`src/rtl/hazard_ctrl_if.sv`:
```
// Control bundle between the hazard controller and the pipeline registers.
// The controller drives the master side; the pipeline registers and fetch use slave.
interface hazard_ctrl_if #(
   parameter int CNT_W = 16
);
   logic [4:0]       rs1_id;
   logic [4:0]       rs2_id;
   logic             use_rs1_id;
   logic             use_rs2_id;
   logic [4:0]       rd_ex;
   logic             memtoreg_ex;
   logic             mispredict_ex;
   logic [31:0]      target_pc_ex;
   logic             mem_busy;
   logic             pc_en;
   logic             if_id_en;
   logic             if_id_flush;
   logic             id_ex_en;
   logic             id_ex_flush;
   logic             redirect_valid;
   logic [31:0]      redirect_pc;
   logic [CNT_W-1:0] stall_cnt;
   logic [CNT_W-1:0] flush_cnt;

   modport master (
      input  rs1_id, rs2_id, use_rs1_id, use_rs2_id,
      input  rd_ex, memtoreg_ex, mispredict_ex,
      input  target_pc_ex, mem_busy,
      output pc_en, if_id_en, if_id_flush,
      output id_ex_en, id_ex_flush,
      output redirect_valid, redirect_pc,
      output stall_cnt, flush_cnt
   );

   modport slave (
      output rs1_id, rs2_id, use_rs1_id, use_rs2_id,
      output rd_ex, memtoreg_ex, mispredict_ex,
      output target_pc_ex, mem_busy,
      input  pc_en, if_id_en, if_id_flush,
      input  id_ex_en, id_ex_flush,
      input  redirect_valid, redirect_pc,
      input  stall_cnt, flush_cnt
   );
endinterface

```
`src/rtl/hazard_ctrl.sv`:
```
// Pipeline hazard controller: load-use stalls, memory freezes,
// mispredict flush/redirect with deferred issue, saturating event counters.
module hazard_ctrl #(
   parameter int FLUSH_CYCLES = 1,
   parameter int CNT_W        = 16
) (
   input logic           clk,
   input logic           rst,
   hazard_ctrl_if.master bus
);

   typedef enum logic [1:0] {
      S_RUN,
      S_FREEZE,
      S_FLUSH
   } state_t;

   localparam logic [1:0] FC_M1 = 2'(FLUSH_CYCLES - 1);

   state_t      r_state, w_state_nx;
   logic        r_pend, w_pend_nx;
   logic [31:0] r_pend_pc, w_pend_pc_nx;
   logic [1:0]  r_fcnt, w_fcnt_nx;

   logic [CNT_W-1:0] r_stall_cnt;
   logic [CNT_W-1:0] r_flush_cnt;

   logic w_lu;
   logic w_hit1;
   logic w_hit2;
   logic w_want_redir;
   logic w_do_freeze;
   logic w_do_flush;
   logic w_do_redir;
   logic w_do_stall;

   assign w_hit1 = bus.use_rs1_id
                   && (bus.rs1_id == bus.rd_ex);
   assign w_hit2 = bus.use_rs2_id
                   && (bus.rs2_id == bus.rd_ex);
   assign w_lu   = bus.memtoreg_ex
                   && (bus.rd_ex != 5'd0)
                   && (w_hit1 || w_hit2);

   assign w_want_redir = bus.mispredict_ex || r_pend;

   // Classify the cycle; fcnt survives a freeze so an interrupted flush resumes.
   always_comb begin
      w_do_freeze = 1'b0;
      w_do_flush  = 1'b0;
      w_do_redir  = 1'b0;
      w_do_stall  = 1'b0;
      if (!rst) begin
         if (bus.mem_busy) begin
            w_do_freeze = 1'b1;
         end else begin
            unique case (r_state)
               S_FLUSH: w_do_flush = 1'b1;
               S_FREEZE: begin
                  if (r_fcnt != 2'd0)
                     w_do_flush = 1'b1;
                  else if (w_want_redir)
                     w_do_redir = 1'b1;
                  else if (w_lu)
                     w_do_stall = 1'b1;
               end
               default: begin
                  if (w_want_redir)
                     w_do_redir = 1'b1;
                  else if (w_lu)
                     w_do_stall = 1'b1;
               end
            endcase
         end
      end
   end

   always_comb begin
      w_state_nx         = r_state;
      w_pend_nx          = r_pend;
      w_pend_pc_nx       = r_pend_pc;
      w_fcnt_nx          = r_fcnt;
      bus.pc_en          = 1'b1;
      bus.if_id_en       = 1'b1;
      bus.if_id_flush    = 1'b0;
      bus.id_ex_en       = 1'b1;
      bus.id_ex_flush    = 1'b0;
      bus.redirect_valid = 1'b0;
      bus.redirect_pc    = 32'd0;
      if (w_do_freeze) begin
         bus.pc_en    = 1'b0;
         bus.if_id_en = 1'b0;
         bus.id_ex_en = 1'b0;
         w_state_nx   = S_FREEZE;
         if (bus.mispredict_ex) begin
            w_pend_nx    = 1'b1;
            w_pend_pc_nx = bus.target_pc_ex;
         end
      end else if (w_do_flush) begin
         bus.if_id_flush = 1'b1;
         bus.id_ex_flush = 1'b1;
         if (r_fcnt <= 2'd1) begin
            w_fcnt_nx  = 2'd0;
            w_state_nx = S_RUN;
         end else begin
            w_fcnt_nx  = r_fcnt - 2'd1;
            w_state_nx = S_FLUSH;
         end
      end else if (w_do_redir) begin
         bus.redirect_valid = 1'b1;
         bus.redirect_pc    = bus.mispredict_ex
                              ? bus.target_pc_ex
                              : r_pend_pc;
         bus.if_id_flush    = 1'b1;
         bus.id_ex_flush    = 1'b1;
         w_pend_nx          = 1'b0;
         if (FLUSH_CYCLES > 1) begin
            w_state_nx = S_FLUSH;
            w_fcnt_nx  = FC_M1;
         end else begin
            w_state_nx = S_RUN;
         end
      end else if (w_do_stall) begin
         bus.pc_en       = 1'b0;
         bus.if_id_en    = 1'b0;
         bus.id_ex_flush = 1'b1;
         w_state_nx      = S_RUN;
      end else begin
         w_state_nx = S_RUN;
      end
   end

   always_ff @(posedge clk or posedge rst) begin
      if (rst) begin
         r_state   <= S_RUN;
         r_pend    <= 1'b0;
         r_pend_pc <= 32'd0;
         r_fcnt    <= 2'd0;
      end else begin
         r_state   <= w_state_nx;
         r_pend    <= w_pend_nx;
         r_pend_pc <= w_pend_pc_nx;
         r_fcnt    <= w_fcnt_nx;
      end
   end

   always_ff @(posedge clk or posedge rst) begin
      if (rst) begin
         r_stall_cnt <= '0;
         r_flush_cnt <= '0;
      end else begin
         if ((w_do_freeze || w_do_stall)
             && (r_stall_cnt != '1))
            r_stall_cnt <= r_stall_cnt + CNT_W'(1);
         if (w_do_redir && (r_flush_cnt != '1))
            r_flush_cnt <= r_flush_cnt + CNT_W'(1);
      end
   end

   assign bus.stall_cnt = r_stall_cnt;
   assign bus.flush_cnt = r_flush_cnt;

endmodule
```
`src/flat_wrapper.sv`:
```
// flat-port wrapper written by rule: the top's interface ports become plain ports
module hazard_ctrl_flat 
#(
   parameter int FLUSH_CYCLES = 1,
   parameter int CNT_W        = 16
)
  (clk, rst, bus_rs1_id, bus_rs2_id, bus_use_rs1_id, bus_use_rs2_id, bus_rd_ex, bus_memtoreg_ex, bus_mispredict_ex, bus_target_pc_ex, bus_mem_busy, bus_pc_en, bus_if_id_en, bus_if_id_flush, bus_id_ex_en, bus_id_ex_flush, bus_redirect_valid, bus_redirect_pc, bus_stall_cnt, bus_flush_cnt);
  hazard_ctrl_if #(.CNT_W(CNT_W)) bus_i ();
  input logic clk;
  input logic rst;
  input wire logic [$bits(bus_i.rs1_id)-1:0] bus_rs1_id;
  input wire logic [$bits(bus_i.rs2_id)-1:0] bus_rs2_id;
  input wire logic [$bits(bus_i.use_rs1_id)-1:0] bus_use_rs1_id;
  input wire logic [$bits(bus_i.use_rs2_id)-1:0] bus_use_rs2_id;
  input wire logic [$bits(bus_i.rd_ex)-1:0] bus_rd_ex;
  input wire logic [$bits(bus_i.memtoreg_ex)-1:0] bus_memtoreg_ex;
  input wire logic [$bits(bus_i.mispredict_ex)-1:0] bus_mispredict_ex;
  input wire logic [$bits(bus_i.target_pc_ex)-1:0] bus_target_pc_ex;
  input wire logic [$bits(bus_i.mem_busy)-1:0] bus_mem_busy;
  output wire logic [$bits(bus_i.pc_en)-1:0] bus_pc_en;
  output wire logic [$bits(bus_i.if_id_en)-1:0] bus_if_id_en;
  output wire logic [$bits(bus_i.if_id_flush)-1:0] bus_if_id_flush;
  output wire logic [$bits(bus_i.id_ex_en)-1:0] bus_id_ex_en;
  output wire logic [$bits(bus_i.id_ex_flush)-1:0] bus_id_ex_flush;
  output wire logic [$bits(bus_i.redirect_valid)-1:0] bus_redirect_valid;
  output wire logic [$bits(bus_i.redirect_pc)-1:0] bus_redirect_pc;
  output wire logic [$bits(bus_i.stall_cnt)-1:0] bus_stall_cnt;
  output wire logic [$bits(bus_i.flush_cnt)-1:0] bus_flush_cnt;
  assign bus_i.rs1_id = bus_rs1_id;
  assign bus_i.rs2_id = bus_rs2_id;
  assign bus_i.use_rs1_id = bus_use_rs1_id;
  assign bus_i.use_rs2_id = bus_use_rs2_id;
  assign bus_i.rd_ex = bus_rd_ex;
  assign bus_i.memtoreg_ex = bus_memtoreg_ex;
  assign bus_i.mispredict_ex = bus_mispredict_ex;
  assign bus_i.target_pc_ex = bus_target_pc_ex;
  assign bus_i.mem_busy = bus_mem_busy;
  assign bus_pc_en = bus_i.pc_en;
  assign bus_if_id_en = bus_i.if_id_en;
  assign bus_if_id_flush = bus_i.if_id_flush;
  assign bus_id_ex_en = bus_i.id_ex_en;
  assign bus_id_ex_flush = bus_i.id_ex_flush;
  assign bus_redirect_valid = bus_i.redirect_valid;
  assign bus_redirect_pc = bus_i.redirect_pc;
  assign bus_stall_cnt = bus_i.stall_cnt;
  assign bus_flush_cnt = bus_i.flush_cnt;
  hazard_ctrl #(.FLUSH_CYCLES(FLUSH_CYCLES), .CNT_W(CNT_W)) u_core (.clk(clk), .rst(rst), .bus(bus_i));
endmodule
```
`config.mk`:
```
export PLATFORM = sky130hd
export DESIGN_NAME = hazard_ctrl_flat
export DESIGN_NICKNAME = d
export VERILOG_FILES = /design/src/rtl/hazard_ctrl_if.sv /design/src/rtl/hazard_ctrl.sv /design/src/flat_wrapper.sv
export SDC_FILE = /design/constraint.sdc
export NUM_CORES = 1
export LEC_CHECK = 0
export ABC_AREA = 1
export BUFFER_PORTS_ARGS = -buffer_cell sky130_fd_sc_hd__buf_2
export CORE_AREA = 2 2 127 92
export CTS_CLUSTER_SIZE = 8
export DETAILED_ROUTE_END_ITERATION = 10
export DIE_AREA = 0 0 129 94
export PLACE_DENSITY = 0.64
export RECOVER_POWER = 100
export SKIP_CTS_REPAIR_TIMING = 1
export SYNTH_ARGS = -nofsm -noshare
export SYNTH_HDL_FRONTEND = slang
export SYNTH_SLANG_ARGS = --single-unit
```
`constraint.sdc`:
```
create_clock -name clk -period 1.7 [get_ports clk]
set_input_delay 0 -clock clk [delete_from_list [all_inputs] [get_ports clk]]
set_output_delay 0 -clock clk [all_outputs]
set_load 0.02 [all_outputs]
```
# == Yosys cells after proc, flatten, opt, wreduce, memory -nomap -nowiden ==
# Index checks and enable logic that the tools add are counted.
# W data, S select, Z words.
# op_classes
n_addsub,3
magnitude_cmp,1
n_eq_ne,8
n_mux,43
n_bitwise,1
n_reduce_logical,14
# op_table
op,count
$mux W32,4
$add A16 B1 Y16 const B,2
$mux W1,32
$ne A16 B16 Y1 const B,2
$eq A5 B5 Y1,2
$mux W2,4
$logic_and A1 B1 Y1,6
$pmux W1 S2,3
$reduce_bool A5 Y1,1
$reduce_bool A2 Y1,2
$logic_or A1 B1 Y1,3
$reduce_and A3 Y1,1
$eq A2 B1 Y1 const B,1
$eq A2 B2 Y1 const B,1
$le A2 B1 Y1 const B,1
$ne A2 B1 Y1 const B,1
$ne A2 B2 Y1 const B,1
$reduce_and A2 Y1,1
$sub A2 B1 Y2 const B,1
$not A1 Y1,1
# word_totals
regBits,69
inputBits,54

# == Depth between registers and ports, before layout ==
# depth
depth_word,14
depth_mapped,12

# == Worst setup path before layout ==
# OpenSTA, ideal clock, no wires.
# synth_timing
path_type,register to output
from,reg u_core.r_state[0]
to,out bus_pc_en
arrival_ns,1.790
required_time_ns,1.700
setup_slack_ns,-0.090
path_stages_with_launch,11
n_path_buf,2
cell_sequence,dfrtp_1 -> inv_1 -> ha_1 -> o21bai_1 -> nand2_1 -> nor2_1 -> nand2_1 -> nand2_4 -> buf_4 -> nand3_1 -> buf_4
# synth_via
elab_chain_len,8
# synth_rtl
element,line,source
"start, declared",hazard_ctrl.sv:20,"state_t r_state, w_state_nx;"
"start signal, assigned",hazard_ctrl.sv:140,r_state <= w_state_nx;
$eq A2 B1 Y1 / $eq A2 B2 Y1 (equally long branches),hazard_ctrl.sv:57,unique case (r_state)
$pmux W1 S2,hazard_ctrl.sv:57,
$mux W1,hazard_ctrl.sv:54,if (bus.mem_busy) begin
$mux W1,hazard_ctrl.sv:53,if (!rst) begin
$mux W1 (2 in series),--,
$mux W1 * (2 in series),--,
"end, declared",flat_wrapper.sv:20,output wire logic [$bits(bus_i.pc_en)-1:0] bus_pc_en;
# Mark *: on every way between the ends. The rest lies on a longest branch, timed or not.

# == Final worst setup path ==
# layout_timing
from,reg u_core.r_state[1]
to,out bus_redirect_pc[21]
# layout_via
elab_chain_len,7
# layout_rtl
element,line,source
$eq A2 B1 Y1 / $eq A2 B2 Y1 (equally long branches),hazard_ctrl.sv:57,
$pmux W1 S2,hazard_ctrl.sv:57,
$mux W1,hazard_ctrl.sv:54,
$mux W1,hazard_ctrl.sv:53,
$mux W32,hazard_ctrl.sv:109,end else if (w_do_redir) begin
$mux W32 *,hazard_ctrl.sv:99,end else if (w_do_flush) begin
$mux W32 *,hazard_ctrl.sv:90,if (w_do_freeze) begin
"end, declared",flat_wrapper.sv:26,output wire logic [$bits(bus_i.redirect_pc)-1:0] bus_redirect_pc;
# Marks and branches as above.

==> summary by stage <==
Outcome
The run finished, with violations left. The checks that failed: setup timing.

Clocking
The worst-case clock buffer depth is 2. The CTS tree is yes. The clock-pin slew reported for the worst setup and hold paths after clock tree synthesis is 60 ps. The root buffer cell is sky130_fd_sc_hd__clkbuf_16.

The number of clock sinks is 69. CTS built an H-tree with a depth of 3. In this run, CTS created clock tree buffers numbering 9. The insertion delay to the later sink of the worst-skew pair is 330 ps.

Setup path
STA puts the critical path data arrival time at 2040 ps. In this design, the stage delay of the slowest critical-path cell is slightly above 400 ps. The maximum fanout along the worst path is 8.

The worst endpoint required time is ~1700 ps. The worst setup path is launched from a register. The worst register-to-register path ends at u_core.bus.flush_cnt[2]. The register-to-register path setup slack is -150 ps. The worst register-to-register path begins at u_core.r_state[1].

The critical path class is register to primary output. STA classifies the critical path endpoint as a primary output. The logic depth of the worst register-to-register path is 12.

Walking the worst path, the cells encountered are inv_1, ha_2, inv_2, o21bai_1, nand2_1, nor2_4, buf_12, clkbuf_16, nand2_2, nor2_2, buf_6. On the critical path, the stage with the largest delay is an instance of sky130_fd_sc_hd__dfrtp_1.

Synth
By instance count, the leading cell after synthesis is sky130_fd_sc_hd__nand2_1. Synthesis produced a netlist whose cell count is 619. The number of synthesized register bits is about 70. In this run the cell area of the synthesized design comes to 0.00426 mm2. The number of flops mapped to enable cells by yosys is 0. The portion of the post-synthesis area used by sequential elements is between 40 and 50%. The async set-or-reset flop fraction in the synthesized netlist is 100%.

The post-synthesis area per instance is 6.87 um2. Counting instances in the post-synthesis netlist gives the leading cell types as sky130_fd_sc_hd__nand2_1, sky130_fd_sc_hd__inv_1, sky130_fd_sc_hd__dfrtp_1, sky130_fd_sc_hd__o21ai_0, sky130_fd_sc_hd__nor2_1. In this run, distinct cell masters in the synthesized netlist total 29. The post-synthesis cell type with the largest combined area is sky130_fd_sc_hd__dfrtp_1. By area the synthesized netlist is led by sky130_fd_sc_hd__dfrtp_1, sky130_fd_sc_hd__nand2_1, sky130_fd_sc_hd__o21ai_0, sky130_fd_sc_hd__inv_1, sky130_fd_sc_hd__nor2_1. The most used flip-flop cell after synthesis is sky130_fd_sc_hd__dfrtp_1.

The share of the synthesized area in the top cell type is 40.6%. The yosys synthesis warning count is 0. The synthesized netlist net count is between 600 and 700.

Pwr
The largest voltage drop on the vdd net is 0.468 mV. Internal power comes to 3.56 mW. The power consumption is around 5.4 mW.

In this run the power spent charging and discharging nets is ~1.8 mW. Per report_power, the sequential group accounts for approximately 39% of the total. The net switching share of the total power is 33.8%. The part of the power in the clock network is 34.2%. The power per unit of standard cell area is 894 mW/mm2. The share of total power in combinational logic is 26.9%. For this design the static power due to leakage is 2.95 nW.

Die
The top-level I/O count is 124. The die is 129 um wide. In this run the vertical extent of the chip is 94 um. The floorplan step defined a core boundary enclosing 0.0109 mm2. The cell row count is 32.

The area of the die is between 0.01 and 0.015 mm2. Once the floorplan was initialized, standard cells occupied 39.2% of the core.

Drt
The number of nets with antenna violations after detailed routing is 0. The pre-antenna-repair detailed-routing pass consisted of 4 iterations. After detailed routing, the average wire length per cell comes to 12.9 um.

The via total after detailed routing is 4,347. The total wire length after detailed routing is about 12 mm. The residual DRC count is 0. The detailed router's first-iteration violation count is 229. The via count normalized by instance count is 4.74.

Timing
In the post-route analysis, the smallest setup slack over all paths is -337 ps. The final-report hold violation count is 0. At the pin with the least slew margin, the transition time is 1040 ps. Setup repair after global routing could not meet its margin everywhere. The count of pins over their slew limit came to 0. The final critical path time including I/O delays and setup is 2040 ps.

For this run, the top clock speed supported by timing is approximately 0.49 GHz. The worst pin sits at a relative slew slack of 30.5%. Setup violations remaining at the end of the flow were counted as 69. Dividing the final minimum period by the clock period gives 120%. On the final layout, the worst clock skew is 6.59 ps.

Final layout
Of the cells placed in the final design, the portion with a size suffix greater than 1 is 28.9%. For this run, the post-layout net count is 818. The signed area change from the synthesized netlist to the final layout is 41.3%. Summing all multi-input logic gate instances after layout gives 0.00240 mm2. The count of antenna diodes in the layout is 0. The number of inserted filler cells in the final layout is 1,035. The sequential cell area is 0.00173 mm2.

Place
Port buffering added 123 buffers. The routability-driven placement congestion ratio is 0.896. OpenSTA, run right after detailed placement, puts the worst setup slack at -58.6 ps. After legalization and detailed placement, the total HPWL measured about 8 mm.

Global route
The via count of the first global-routing pass came to approximately 4,000. The overall track demand over capacity in global routing is between 15 and 20%. The number of antenna violations at the first check in global routing is 0. The wire length of the first global-routing pass is 17.5 mm.

Entering global routing, the biggest net connects 66 pins. The remaining global-route overflow is 0.

Worst hold path
The path with the worst hold slack has its endpoint at u_core.r_pend_pc[28]. The launch instance of the worst min-delay path is bus_target_pc_ex[28]. The worst hold path belongs to the class input pin to register. Counting instances, the worst hold path has a depth of 5.

Job
Across the run, the number of max-cap violations was 0.
## stage by stage
stage | setup TNS [ps] | util, % | hold slack, ps | instances | cell area, um2
final | -12140 | 55.4 | 33.9 | 918 | 6010
after global routing | -19690 | 55.4 | 44.9 | 918 | 6010
after CTS | -10500 | 50.1 | -164 | 904 | 5430
after detailed placement | -76.8 | 47.4 | 192 | 888 | 5140
after global placement | 0 | 47.4 | 181 | 888 | 5140
after floorplan | -6.24 | - | 163 | 619 | 4260
## final cells by class
type / count / area share [%]
clock buffers: 9 / 3.75
clock inverters: 7 / 1.10
inverters: 76 / 4.93
multi-input cells: 449 / 39.9
flip-flops and latches: 69 / 28.7
well taps: 153 / 3.18
repair buffers: 154 / 18.3
repair inverters: 1 / 0.0832
## worst max-delay path by stage
stage / from / endpoint / slack [ps] / depth (start not counted)
finish: u_core.r_state[1] / bus_redirect_pc[21] / -340 / 11
global route: u_core.r_state[1] / bus_redirect_pc[21] / -440 / 11
CTS: u_core.r_state[1] / bus_redirect_pc[4] / -320 / 8
detailed placement: u_core.r_state[1] / u_core.bus.flush_cnt[2] / -60 / 8
global placement: u_core.r_state[0] / u_core.bus.flush_cnt[2] / 10 / 9
floorplan: u_core.r_state[0] / u_core.r_pend / -6 / 8
## worst max-delay path, delay by kind of cell (launching register included)
kind            cells  cell delay, ps
fa+ha+maj           1             180
flops               1             410
compound gates      1             110
simple gates        4             440
buf+inv             5             560
## cell families (layout without fill, tap and decap cells)
logic type	after synthesis	in the layout	share of synthesized area (%)
AO/OA/AOI/OAI	76	76	9.03
AND/OR/NAND/NOR	342	343	34.1
flip-flops	69	69	40.6
buffers and inverters	102	247	9.79
adder cells (fa/ha/maj)	4	4	1.18
XOR/XNOR	26	26	5.35
## state kept, by name, summed over array words and instances, names as in the netlist
signal / flops
u_core.bus.stall_cnt: 16
u_core.bus.flush_cnt: 16
u_core.r_pend_pc: 32
u_core.r_fcnt: 2
u_core.r_pend: 1
u_core.r_state: 2
## power by group through the flow
stage,Clock (mW),Combinational [mW],Sequential (mW)
after floorplan,0,0.691,2.24
after global placement,0,1.26,2.10
after detailed placement,0,1.29,2.11
after CTS,1.91,1.29,2.08
after global routing,1.97,1.62,2.12
final,1.84,1.45,2.09
## layer usage
metal  track usage, %  part of all wire [%]  vias up
met5                0                     0        -
met4             4.89                   1.2        0
met2             29.5                    48      106
met3             3.87                   4.2       12
met1             23.2                    46     2018
li1                 -                     -     2211
## placed cells by master (no fill, tap or decap), types with 19 or more instances in the layout
cell,count
sky130_fd_sc_hd__buf_2,52
sky130_fd_sc_hd__inv_1,69
sky130_fd_sc_hd__clkbuf_1,34
sky130_fd_sc_hd__xor2_1,19
sky130_fd_sc_hd__dfrtp_1,69
sky130_fd_sc_hd__nor2_1,46
sky130_fd_sc_hd__nand2_2,32
sky130_fd_sc_hd__buf_4,38
sky130_fd_sc_hd__nand2_1,183
sky130_fd_sc_hd__o21ai_0,66
sky130_fd_sc_hd__nand3_1,24
(Power assumes the default switching activity.)
